**src/rtl/ccr_ctrl_if.sv**
```systemverilog
// ============================================================================
//  Module   : ccr_ctrl_if
//  Purpose  : Bundle of pipeline-side signals for the condition-code register
//             controller (execute-stage updates, decode branch query, stack).
//  Revision : 1.0  initial release
// ============================================================================
`default_nettype none

interface ccr_ctrl_if #(
    parameter int CNT_W = 3
);
    logic             stall;
    logic             ex_valid;
    logic [3:0]       alu_op;
    logic [2:0]       alu_flags;
    logic             setc;
    logic             clrc;
    logic             br_valid;
    logic [1:0]       br_cond;
    logic             int_save;
    logic             rti_restore;
    logic [2:0]       ccr;
    logic             br_taken;
    logic [CNT_W-1:0] depth;
    logic             ovf_err;
    logic             unf_err;

    modport master (
        output stall, ex_valid, alu_op, alu_flags, setc, clrc,
               br_valid, br_cond, int_save, rti_restore,
        input  ccr, br_taken, depth, ovf_err, unf_err
    );

    modport slave (
        input  stall, ex_valid, alu_op, alu_flags, setc, clrc,
               br_valid, br_cond, int_save, rti_restore,
        output ccr, br_taken, depth, ovf_err, unf_err
    );
endinterface

`default_nettype wire

```
**src/rtl/ccr_ctrl.sv**
```systemverilog
// ============================================================================
//  Module   : ccr_ctrl
//  Purpose  : Owns the Z/N/C condition codes; merges ALU, SETC/CLRC and branch
//             consumption, and saves/restores flags through a shadow stack.
//  Revision : 1.0  initial release
// ============================================================================
`default_nettype none

module ccr_ctrl #(
    parameter int DEPTH = 4,
    parameter int CNT_W = 3
) (
    input  wire logic   clk,
    input  wire logic   rst_n,
    ccr_ctrl_if.slave   bus
);
    localparam int               IDX_W  = (DEPTH > 1) ? $clog2(DEPTH) : 1;
    localparam logic [CNT_W-1:0] c_FULL = CNT_W'(DEPTH);
    localparam logic [CNT_W-1:0] c_ONE  = CNT_W'(1);

    // Flag bit positions inside {C,N,Z}
    localparam int c_Z = 0;
    localparam int c_N = 1;
    localparam int c_C = 2;

    logic [2:0]       r_ccr;
    logic [CNT_W-1:0] r_depth;
    logic             r_ovf_err;
    logic             r_unf_err;
    logic [2:0]       r_stack [DEPTH];

    logic             w_zn_upd;
    logic             w_c_upd;
    logic [2:0]       w_pre_br;
    logic [2:0]       w_nxt;
    logic             w_taken;
    logic [CNT_W-1:0] w_top;

    always_comb begin
        w_zn_upd = bus.ex_valid && (bus.alu_op >= 4'd4) && (bus.alu_op <= 4'd13)
                   && (bus.alu_op != 4'd7);
        w_c_upd  = bus.ex_valid && ((bus.alu_op == 4'd5) || (bus.alu_op == 4'd8) ||
                                    (bus.alu_op == 4'd12) || (bus.alu_op == 4'd13));

        w_pre_br = r_ccr;
        if (w_zn_upd) begin
            w_pre_br[c_Z] = bus.alu_flags[c_Z];
            w_pre_br[c_N] = bus.alu_flags[c_N];
        end
        if (w_c_upd) begin
            w_pre_br[c_C] = bus.alu_flags[c_C];
        end
        // Simultaneous SETC and CLRC cancel out and leave C as-is
        if (bus.ex_valid && bus.setc && !bus.clrc) begin
            w_pre_br[c_C] = 1'b1;
        end else if (bus.ex_valid && bus.clrc && !bus.setc) begin
            w_pre_br[c_C] = 1'b0;
        end

        w_nxt   = w_pre_br;
        w_taken = 1'b0;
        if (bus.br_valid) begin
            case (bus.br_cond)
                2'b00:   w_taken = w_pre_br[c_Z];
                2'b01:   w_taken = w_pre_br[c_N];
                2'b10:   w_taken = w_pre_br[c_C];
                default: w_taken = 1'b1;
            endcase
            // A taken conditional jump consumes the flag it tested
            if (w_taken && (bus.br_cond != 2'b11)) begin
                w_nxt[bus.br_cond] = 1'b0;
            end
        end

        w_top = r_depth - c_ONE;
    end

    always_ff @(posedge clk or negedge rst_n) begin
        if (!rst_n) begin
            r_ccr     <= '0;
            r_depth   <= '0;
            r_ovf_err <= 1'b0;
            r_unf_err <= 1'b0;
            for (int i = 0; i < DEPTH; i++) begin
                r_stack[i] <= '0;
            end
        end else if (!bus.stall) begin
            if (bus.rti_restore) begin
                if (r_depth != '0) begin
                    r_ccr   <= r_stack[w_top[IDX_W-1:0]];
                    r_depth <= w_top;
                end else begin
                    r_ccr     <= w_nxt;
                    r_unf_err <= 1'b1;
                end
            end else if (bus.int_save) begin
                if (r_depth != c_FULL) begin
                    r_stack[r_depth[IDX_W-1:0]] <= w_nxt;
                    r_depth                     <= r_depth + c_ONE;
                end else begin
                    r_ovf_err <= 1'b1;
                end
                r_ccr <= w_nxt;
            end else begin
                r_ccr <= w_nxt;
            end
        end
    end

    assign bus.ccr      = r_ccr;
    assign bus.br_taken = w_taken;
    assign bus.depth    = r_depth;
    assign bus.ovf_err  = r_ovf_err;
    assign bus.unf_err  = r_unf_err;

endmodule

`default_nettype wire

```
**src/flat_wrapper.sv**
```systemverilog
// flat-port wrapper written by rule: the top's interface ports become plain ports
module ccr_ctrl_flat 
#(
    parameter int DEPTH = 4,
    parameter int CNT_W = 3
)
  (clk, rst_n, bus_stall, bus_ex_valid, bus_alu_op, bus_alu_flags, bus_setc, bus_clrc, bus_br_valid, bus_br_cond, bus_int_save, bus_rti_restore, bus_ccr, bus_br_taken, bus_depth, bus_ovf_err, bus_unf_err);
  ccr_ctrl_if #(.CNT_W(CNT_W)) bus_i ();
  input  wire logic clk;
  input  wire logic rst_n;
  input wire logic [$bits(bus_i.stall)-1:0] bus_stall;
  input wire logic [$bits(bus_i.ex_valid)-1:0] bus_ex_valid;
  input wire logic [$bits(bus_i.alu_op)-1:0] bus_alu_op;
  input wire logic [$bits(bus_i.alu_flags)-1:0] bus_alu_flags;
  input wire logic [$bits(bus_i.setc)-1:0] bus_setc;
  input wire logic [$bits(bus_i.clrc)-1:0] bus_clrc;
  input wire logic [$bits(bus_i.br_valid)-1:0] bus_br_valid;
  input wire logic [$bits(bus_i.br_cond)-1:0] bus_br_cond;
  input wire logic [$bits(bus_i.int_save)-1:0] bus_int_save;
  input wire logic [$bits(bus_i.rti_restore)-1:0] bus_rti_restore;
  output wire logic [$bits(bus_i.ccr)-1:0] bus_ccr;
  output wire logic [$bits(bus_i.br_taken)-1:0] bus_br_taken;
  output wire logic [$bits(bus_i.depth)-1:0] bus_depth;
  output wire logic [$bits(bus_i.ovf_err)-1:0] bus_ovf_err;
  output wire logic [$bits(bus_i.unf_err)-1:0] bus_unf_err;
  assign bus_i.stall = bus_stall;
  assign bus_i.ex_valid = bus_ex_valid;
  assign bus_i.alu_op = bus_alu_op;
  assign bus_i.alu_flags = bus_alu_flags;
  assign bus_i.setc = bus_setc;
  assign bus_i.clrc = bus_clrc;
  assign bus_i.br_valid = bus_br_valid;
  assign bus_i.br_cond = bus_br_cond;
  assign bus_i.int_save = bus_int_save;
  assign bus_i.rti_restore = bus_rti_restore;
  assign bus_ccr = bus_i.ccr;
  assign bus_br_taken = bus_i.br_taken;
  assign bus_depth = bus_i.depth;
  assign bus_ovf_err = bus_i.ovf_err;
  assign bus_unf_err = bus_i.unf_err;
  ccr_ctrl #(.DEPTH(DEPTH), .CNT_W(CNT_W)) u_core (.clk(clk), .rst_n(rst_n), .bus(bus_i));
endmodule
```
**config.mk**
```make
export PLATFORM = sky130hd
export DESIGN_NAME = ccr_ctrl_flat
export DESIGN_NICKNAME = d
export VERILOG_FILES = /design/src/rtl/ccr_ctrl_if.sv /design/src/rtl/ccr_ctrl.sv /design/src/flat_wrapper.sv
export SDC_FILE = /design/constraint.sdc
export NUM_CORES = 1
export LEC_CHECK = 0
export BUFFER_PORTS_ARGS = -buffer_cell sky130_fd_sc_hd__buf_2
export CORE_MARGIN = 8
export CORE_UTILIZATION = 45
export DETAILED_ROUTE_END_ITERATION = 10
export PLACE_DENSITY = 0.67
export SLEW_MARGIN = 20
export SYNTH_ARGS = -nofsm -noshare
export SYNTH_HDL_FRONTEND = slang
export SYNTH_SLANG_ARGS = --single-unit
```
**constraint.sdc**
```tcl
create_clock -name clk -period 2.9 [get_ports clk]
set_input_delay 0 -clock clk [delete_from_list [all_inputs] [get_ports clk]]
set_output_delay 0 -clock clk [all_outputs]
set_load 0.005 [all_outputs]
```
==> After elaboration in Yosys (flattened, before gate mapping) <==
Cells that the tools add are included.
{ "totals": {"reg_bits": 20} }
{ "op_classes": {"add_sub_neg": 2, "n_lt_le_gt_ge": 7, "n_eq_ne": 10, "mux": 23, "n_bitwise": 8, "reduce_logical": 24} }
{ "ops": {"columns": ["operator", "count"], "rows": [
  ["$mux W3", 11],
  ["$bwmux W12", 1],
  ["$eq A4 B4 Y1 const B", 3],
  ["$reduce_and A4 Y1", 3],
  ["$logic_and A1 B1 Y1", 11],
  ["$bmux W3 S2", 1],
  ["$demux W3 S2", 1],
  ["$ge A3 B3 Y1 const B", 2],
  ["$mux W1", 6],
  ["$not A2 Y3", 2],
  ["$eq A4 B3 Y1 const B", 1],
  ["$ge A4 B3 Y1 const B", 1],
  ["$le A4 B4 Y1 const B", 1],
  ["$ne A4 B3 Y1 const B", 1],
  ["$not A1 Y1", 4],
  ["$reduce_bool A2 Y1", 2],
  ["$add A3 B1 Y3 const B", 1],
  ["$and A3 B3 Y3", 1],
  ["$logic_or A1 B1 Y1", 3],
  ["$lt A2 B3 Y1 const B", 1],
  ["$lt A3 B1 Y1 const B", 1],
  ["$ne A3 B3 Y1 const B", 1],
  ["$not A3 Y3", 1],
  ["$pmux W1 S3", 1],
  ["other kinds (12)", 13]
]} }

==> Longest topological paths before layout <==
{ "logic_depth": {"word_depth": 15, "depth_mapped": 8, "mapped_depth_nobuf": 7} }

==> Worst setup path before layout <==
OpenSTA, ideal clock, no wires.
{ "synth_timing": {"path_kind": "register -> register", "start": "register u_core.r_depth[0], in the netlist u_core.bus.depth[0]", "end": "register u_core.r_stack[0] in the netlist's numbering", "t_arrival_ns": 2.057, "required_time_ns": 2.773, "path_slack_ns": 0.715, "path_stages_with_launch": 8, "path_buffers": 1, "period_less_slack_ns": 2.185, "path_cell_list": "dfrtp_1 -> clkbuf_1 -> inv_1 -> ha_1 -> ha_1 -> nor4b_4 -> nand2_2 -> mux2_1"} }
{ "synth_between": {"elab_chain_cells": 6, "elab_cells_between_ends": 9, "cone_classes": "order compare (2); eq/ne (1); mux (3); bitwise (1); reduce/logical (2)"} }
{ "synth_rtl": {"columns": ["element", "line_no", "rtl"], "rows": [
  ["start: declaration", "ccr_ctrl.sv:27", "logic [CNT_W-1:0] r_depth;"],
  ["start signal: assignment", "ccr_ctrl.sv:91", "r_depth <= w_top;"],
  ["start signal: assignment", "ccr_ctrl.sv:99", "r_depth <= r_depth + c_ONE;"],
  ["$not A2 Y3 (implied by the code)", "ccr_ctrl.sv:98", "r_stack[r_depth[IDX_W-1:0]] <= w_nxt;"],
  ["$ge A3 B3 Y1 (implied by the code) or $lt A3 B1 Y1 (tied branches)", "ccr_ctrl.sv:98", null],
  ["$logic_and A1 B1 Y1 (implied by the code)", "ccr_ctrl.sv:98", null],
  ["$mux W3 (implied by the code)", "ccr_ctrl.sv:98", null],
  ["$demux W3 S2", "ccr_ctrl.sv:98", null],
  ["$bwmux W12", "ccr_ctrl.sv:98", null],
  ["end signal: indexed assignment", "ccr_ctrl.sv:98", null],
  ["end: declaration", "ccr_ctrl.sv:30", "logic [2:0] r_stack [DEPTH];"]
]} }
Several ways; a longest one is shown, not always the timed one.
A chain may end at the register's enable or synchronous reset.

==> Worst setup path after layout <==
{ "layout_timing": {"start": "register u_core.r_depth[0], in the netlist u_core.bus.depth[0]", "end": "register u_core.r_depth[2], in the netlist u_core.bus.depth[2]"} }
{ "layout_between": {"elab_chain_cells": 4, "elab_cells_between_ends": 11, "cone_classes": "add/sub (2); eq/ne (2); mux (4); reduce/logical (3)"} }
{ "layout_rtl": {"columns": ["element", "line_no", "rtl"], "rows": [
  ["$add A3 B1 Y3", "ccr_ctrl.sv:99", null],
  ["$mux W3", "ccr_ctrl.sv:97", "if (r_depth != c_FULL) begin"],
  ["$mux W3", "ccr_ctrl.sv:96", "end else if (bus.int_save) begin"],
  ["$mux W3", "ccr_ctrl.sv:88", "if (bus.rti_restore) begin"]
]} }
Several ways; a longest one is shown, not always the timed one. The select of a mux whose other input is x is not followed.

==> report_table.html <==
<table>
<tr><th>Metric</th><th>Value</th></tr>
<tr><th colspan="2">Power</th></tr>
<tr><td>Cell internal pwr</td><td>0.714 mW</td></tr>
<tr><td>Power Density</td><td>787 nW/um2</td></tr>
<tr><td>Maximum ir drop on the vdd rail</td><td>0.532 mV</td></tr>
<tr><td>Leak Pwr</td><td>0.714 nW</td></tr>
<tr><td>Total power after layout</td><td>1.13 mW</td></tr>
<tr><td>Net Switching</td><td>0.412 mW</td></tr>
<tr><td>Net switching share of the total power</td><td>36.6%</td></tr>
<tr><td>Sequential cell fraction of total power</td><td>43.8%</td></tr>
<tr><td>Clock network fraction of total power</td><td>11.5%</td></tr>
<tr><td>Combinational fraction of design power</td><td>44.7%</td></tr>
<tr><th colspan="2">Floorplan</th></tr>
<tr><td>Die Footprint</td><td>4660 um2</td></tr>
<tr><td>Die Y</td><td>68.3 um</td></tr>
<tr><td>Die boundary width</td><td>68.3 um</td></tr>
<tr><td>I/O pin total</td><td>27</td></tr>
<tr><td>Floorplan row count</td><td>19</td></tr>
<tr><td>Initial Util</td><td>46.1%</td></tr>
<tr><td>Std-Cell Core Area</td><td>2660 um2</td></tr>
<tr><th colspan="2">Drt</th></tr>
<tr><td>Router iterations before antenna repair</td><td>4</td></tr>
<tr><td>Post-detailed-route via-to-cell ratio</td><td>5.83</td></tr>
<tr><td>Post-route ant nets</td><td>0</td></tr>
<tr><td>Post-route DRC violation count</td><td>0</td></tr>
<tr><td>Via count</td><td>962</td></tr>
<tr><td>Average wire length per cell after detail routing</td><td>16.6 um</td></tr>
<tr><td>Sum of routed wire length over all layers</td><td>2740 um</td></tr>
<tr><td>DRC violation total after the first TritonRoute iteration</td><td>28</td></tr>
<tr><th colspan="2">Worst setup path</th></tr>
<tr><td>Register-to-Register Path Depth</td><td>7</td></tr>
<tr><td>Startpoint types</td><td>register</td></tr>
<tr><td>Slowest cell on crit path</td><td>sky130_fd_sc_hd__dfrtp_1</td></tr>
<tr><td>Worst Path Max Fanout</td><td>8</td></tr>
<tr><td>Setup crit end kind</td><td>register</td></tr>
<tr><td>Start-to-end type of the worst setup path</td><td>reg -&gt; reg</td></tr>
<tr><td>Biggest cell delay along the critical path</td><td>560 ps</td></tr>
<tr><td>Worst setup path startpoint</td><td>u_core.bus.depth[0]</td></tr>
<tr><td>Minimum setup slack among reg-to-reg paths</td><td>620 ps</td></tr>
<tr><td>Source of the worst register-to-register timing path</td><td>u_core.bus.depth[0]</td></tr>
<tr><td>Critical Path RT</td><td>3150 ps</td></tr>
<tr><td>Crit-path most repeated cell</td><td>sky130_fd_sc_hd__ha_1</td></tr>
<tr><td>Crit path cell chain</td><td>inv_1 &gt; ha_1 &gt; ha_1 &gt; nor4b_4 &gt; nor2_2 &gt; o31ai_1 &gt; a211o_1</td></tr>
<tr><td>Data arrival time at the worst-slack endpoint</td><td>2530 ps</td></tr>
<tr><th colspan="2">Clock network</th></tr>
<tr><td>CTS tree</td><td>yes</td></tr>
<tr><td>Clock root cell</td><td>sky130_fd_sc_hd__clkbuf_4</td></tr>
<tr><td>CTS H-tree depth</td><td>1</td></tr>
<tr><td>Number of buffers created by CTS</td><td>3</td></tr>
<tr><td>CTS clock-pin slew for the worst setup and hold paths</td><td>110 ps</td></tr>
<tr><td>Cells resized by post-CTS repair</td><td>0</td></tr>
<tr><td>Setup fix buffers added after clock tree synthesis</td><td>0</td></tr>
<tr><td>Later-pin clock latency in the skew report</td><td>300 ps</td></tr>
<tr><td>CTS Hold Buffers Added</td><td>2</td></tr>
<tr><td>Number of buffers on the longest clock path</td><td>2</td></tr>
<tr><td>Sink count of the clock tree</td><td>20</td></tr>
<tr><th colspan="2">STA</th></tr>
<tr><td>Unrepaired setup endpoints after global routing</td><td>no</td></tr>
<tr><td>Fin Setup TNS</td><td>0 ps</td></tr>
<tr><td>Minimum period implied by the final worst setup slack</td><td>2280 ps</td></tr>
<tr><td>Max frequency</td><td>0.440 GHz</td></tr>
<tr><td>Final number of setup-violating endpoints</td><td>0</td></tr>
<tr><td>Final count of pins violating max slew</td><td>0</td></tr>
<tr><td>Period utilisation layout</td><td>78.5%</td></tr>
<tr><td>Worst slew margin relative to its limit</td><td>66.0%</td></tr>
<tr><td>Number of hold-slack violations in the final timing report</td><td>0</td></tr>
<tr><td>Clk_skew</td><td>5.06 ps</td></tr>
<tr><td>Transition time at the pin with the least slew margin</td><td>508 ps</td></tr>
<tr><th colspan="2">Placement</th></tr>
<tr><td>Routability Congestion</td><td>0.861</td></tr>
<tr><td>HPWL after detailed placement</td><td>2220 um</td></tr>
<tr><td>Number of buffers inserted by port buffering</td><td>26</td></tr>
<tr><th colspan="2">Logic synthesis</th></tr>
<tr><td>Post-synth EDFFs</td><td>0</td></tr>
<tr><td>Post-synth net total</td><td>129</td></tr>
<tr><td>Total number of yosys warnings</td><td>0</td></tr>
<tr><td>Synthesized netlist cell count</td><td>105</td></tr>
<tr><td>Syn avg cell area</td><td>11.7 um2</td></tr>
<tr><td>Biggest area contributors in the synthesized netlist</td><td>sky130_fd_sc_hd__dfrtp_1 (41%), sky130_fd_sc_hd__mux2_1 (12%), sky130_fd_sc_hd__ha_1 (6.1%), sky130_fd_sc_hd__mux4_2 (5.5%), sky130_fd_sc_hd__nand2_2 (2.0%)</td></tr>
<tr><td>FF+latch count, synth</td><td>20</td></tr>
<tr><td>Cell area after synthesis</td><td>1230 um2</td></tr>
<tr><td>Count of different cell masters after synthesis</td><td>44</td></tr>
<tr><td>Most numerous cell in the Yosys netlist</td><td>sky130_fd_sc_hd__dfrtp_1</td></tr>
<tr><td>Sequential fraction of the synthesis area</td><td>40.7%</td></tr>
<tr><td>Post-synth top flop</td><td>sky130_fd_sc_hd__dfrtp_1</td></tr>
<tr><td>Cell accounting for the most synthesized area</td><td>sky130_fd_sc_hd__dfrtp_1</td></tr>
<tr><td>Share of synthesized flip-flops with an asynchronous set or reset</td><td>100%</td></tr>
<tr><td>Most frequent cells after synthesis</td><td>sky130_fd_sc_hd__dfrtp_1 (20), sky130_fd_sc_hd__mux2_1 (13), sky130_fd_sc_hd__ha_1 (6), sky130_fd_sc_hd__nor2_1 (5)</td></tr>
<tr><td>Fraction of synthesized cell area taken by the top area cell type</td><td>40.7%</td></tr>
<tr><th colspan="2">Cells and area</th></tr>
<tr><td>Fraction of layout instances using a drive strength above 1</td><td>32.1%</td></tr>
<tr><td>Nets</td><td>160</td></tr>
<tr><td>Area added between synthesis and finish</td><td>16.5%</td></tr>
<tr><td>Antenna cell count</td><td>0</td></tr>
<tr><th colspan="2">Global routing</th></tr>
<tr><td>Wire length of the first global-routing pass</td><td>4470 um</td></tr>
<tr><td>Via count of the first global-routing pass</td><td>992</td></tr>
<tr><td>Gr usage total</td><td>12.4%</td></tr>
<tr><td>Number of antenna violations at the first check in global routing</td><td>0</td></tr>
<tr><td>Overall overflow remaining after global route</td><td>0</td></tr>
<tr><td>Pin count of the biggest net entering global routing</td><td>21</td></tr>
<tr><th colspan="2">Flow run</th></tr>
<tr><td>Reported max-cap violation count</td><td>0</td></tr>
<tr><th colspan="2">Min path</th></tr>
<tr><td>Beginning of the worst hold path</td><td>bus_rti_restore</td></tr>
<tr><td>Class of the worst hold path</td><td>in -&gt; reg</td></tr>
<tr><td>Worst Hold Depth</td><td>3</td></tr>
<tr><th colspan="2">Outcome</th></tr>
<tr><td>Status</td><td>finished clean</td></tr>
</table>
[worst max-delay path: cells and delay by family, from the launching register on]
family	cells	cell delay [ps]
compound gates	2	420
fa+ha+maj	2	510
buf+inv	1	120
flops	1	560
simple gates	2	610
[metrics by stage]
step                      instance area [um2]  setup slack, ps  hold slack [ps]  instances  util [%]
after floorplan                          1230              715             -296        105         -
after global placement                   1390              714            -31.6        160      52.2
after detailed placement                 1390              636            -25.8        160      52.2
after CTS                                1430              609             2.09        165      53.8
after global routing                     1430              452             35.0        165      53.8
final                                    1430              625             12.5        165      53.8
[registers in the layout (all words and copies together), names as in the netlist]
| name | flops |
|---|---|
| u_core.bus.unf_err | 1 |
| u_core.r_stack | 12 |
| u_core.bus.ccr | 3 |
| u_core.bus.ovf_err | 1 |
| u_core.bus.depth | 3 |
[per-layer routing]
| layer | wire length (um) | GRT usage [%] |
|---|---|---|
| met2 | 1360 | 21.2 |
| met5 | 0 | 0 |
| met1 | 1100 | 14.6 |
| met3 | 215 | 1.96 |
| met4 | 63 | 6.65 |
[power groups by stage]
| stage | Sequential (mW) | Clock, mW | Combinational, mW |
|---|---|---|---|
| after floorplan | 0.470 | 0 | 0.360 |
| after global placement | 0.493 | 0 | 0.485 |
| after detailed placement | 0.497 | 0 | 0.508 |
| after CTS | 0.491 | 0.137 | 0.513 |
| after global routing | 0.512 | 0.146 | 0.554 |
| final | 0.493 | 0.130 | 0.503 |
[placed cells by master (no fill, tap or decap), drive strengths merged, types with 2 or more instances in the layout]
cell | Yosys | layout
dfrtp | 20 | 20
ha | 6 | 6
or3b | 2 | 2
a211oi | 2 | 2
a21o | 3 | 3
dlygate4sd3 | 0 | 2
and3 | 2 | 2
nand2 | 8 | 8
a22o | 2 | 2
buf | 1 | 26
a22oi | 2 | 2
nor2 | 6 | 6
nor2b | 2 | 2
inv | 5 | 5
o21ai | 4 | 4
clkbuf | 1 | 3
mux4 | 3 | 3
mux2 | 13 | 13
[cells by family (layout without fill, tap and decap cells)]
kind of cell	count (synthesis)	after routing	synth area share, %
compound gates	23	23	15.4
xor+xnor	2	2	1.43
fa+ha+maj	6	6	6.11
buf+inv	7	36	2.24
flops	20	20	40.7
mux	17	17	18.2
simple gates	30	30	15.9
[cell type report]
| cell class | instances | area (um2) |
|---|---|---|
| fillers | 233 | 1230 |
| multi-input cells | 78 | 701 |
| flip-flops and latches | 20 | 500 |
| repair buffers | 28 | 150 |
| well taps | 31 | 38.8 |
| clock buffers | 3 | 22.5 |
| inverters | 5 | 18.8 |
[worst paths after layout]
kind	end
min	u_core.bus.unf_err
min in group asynchronous	u_core.bus.unf_err
min reg2reg	u_core.bus.unf_err
max reg2reg	u_core.bus.depth[2]
max in group asynchronous	u_core.r_stack[0]
max	u_core.bus.depth[2]
Power figures use the tool's default switching activity.
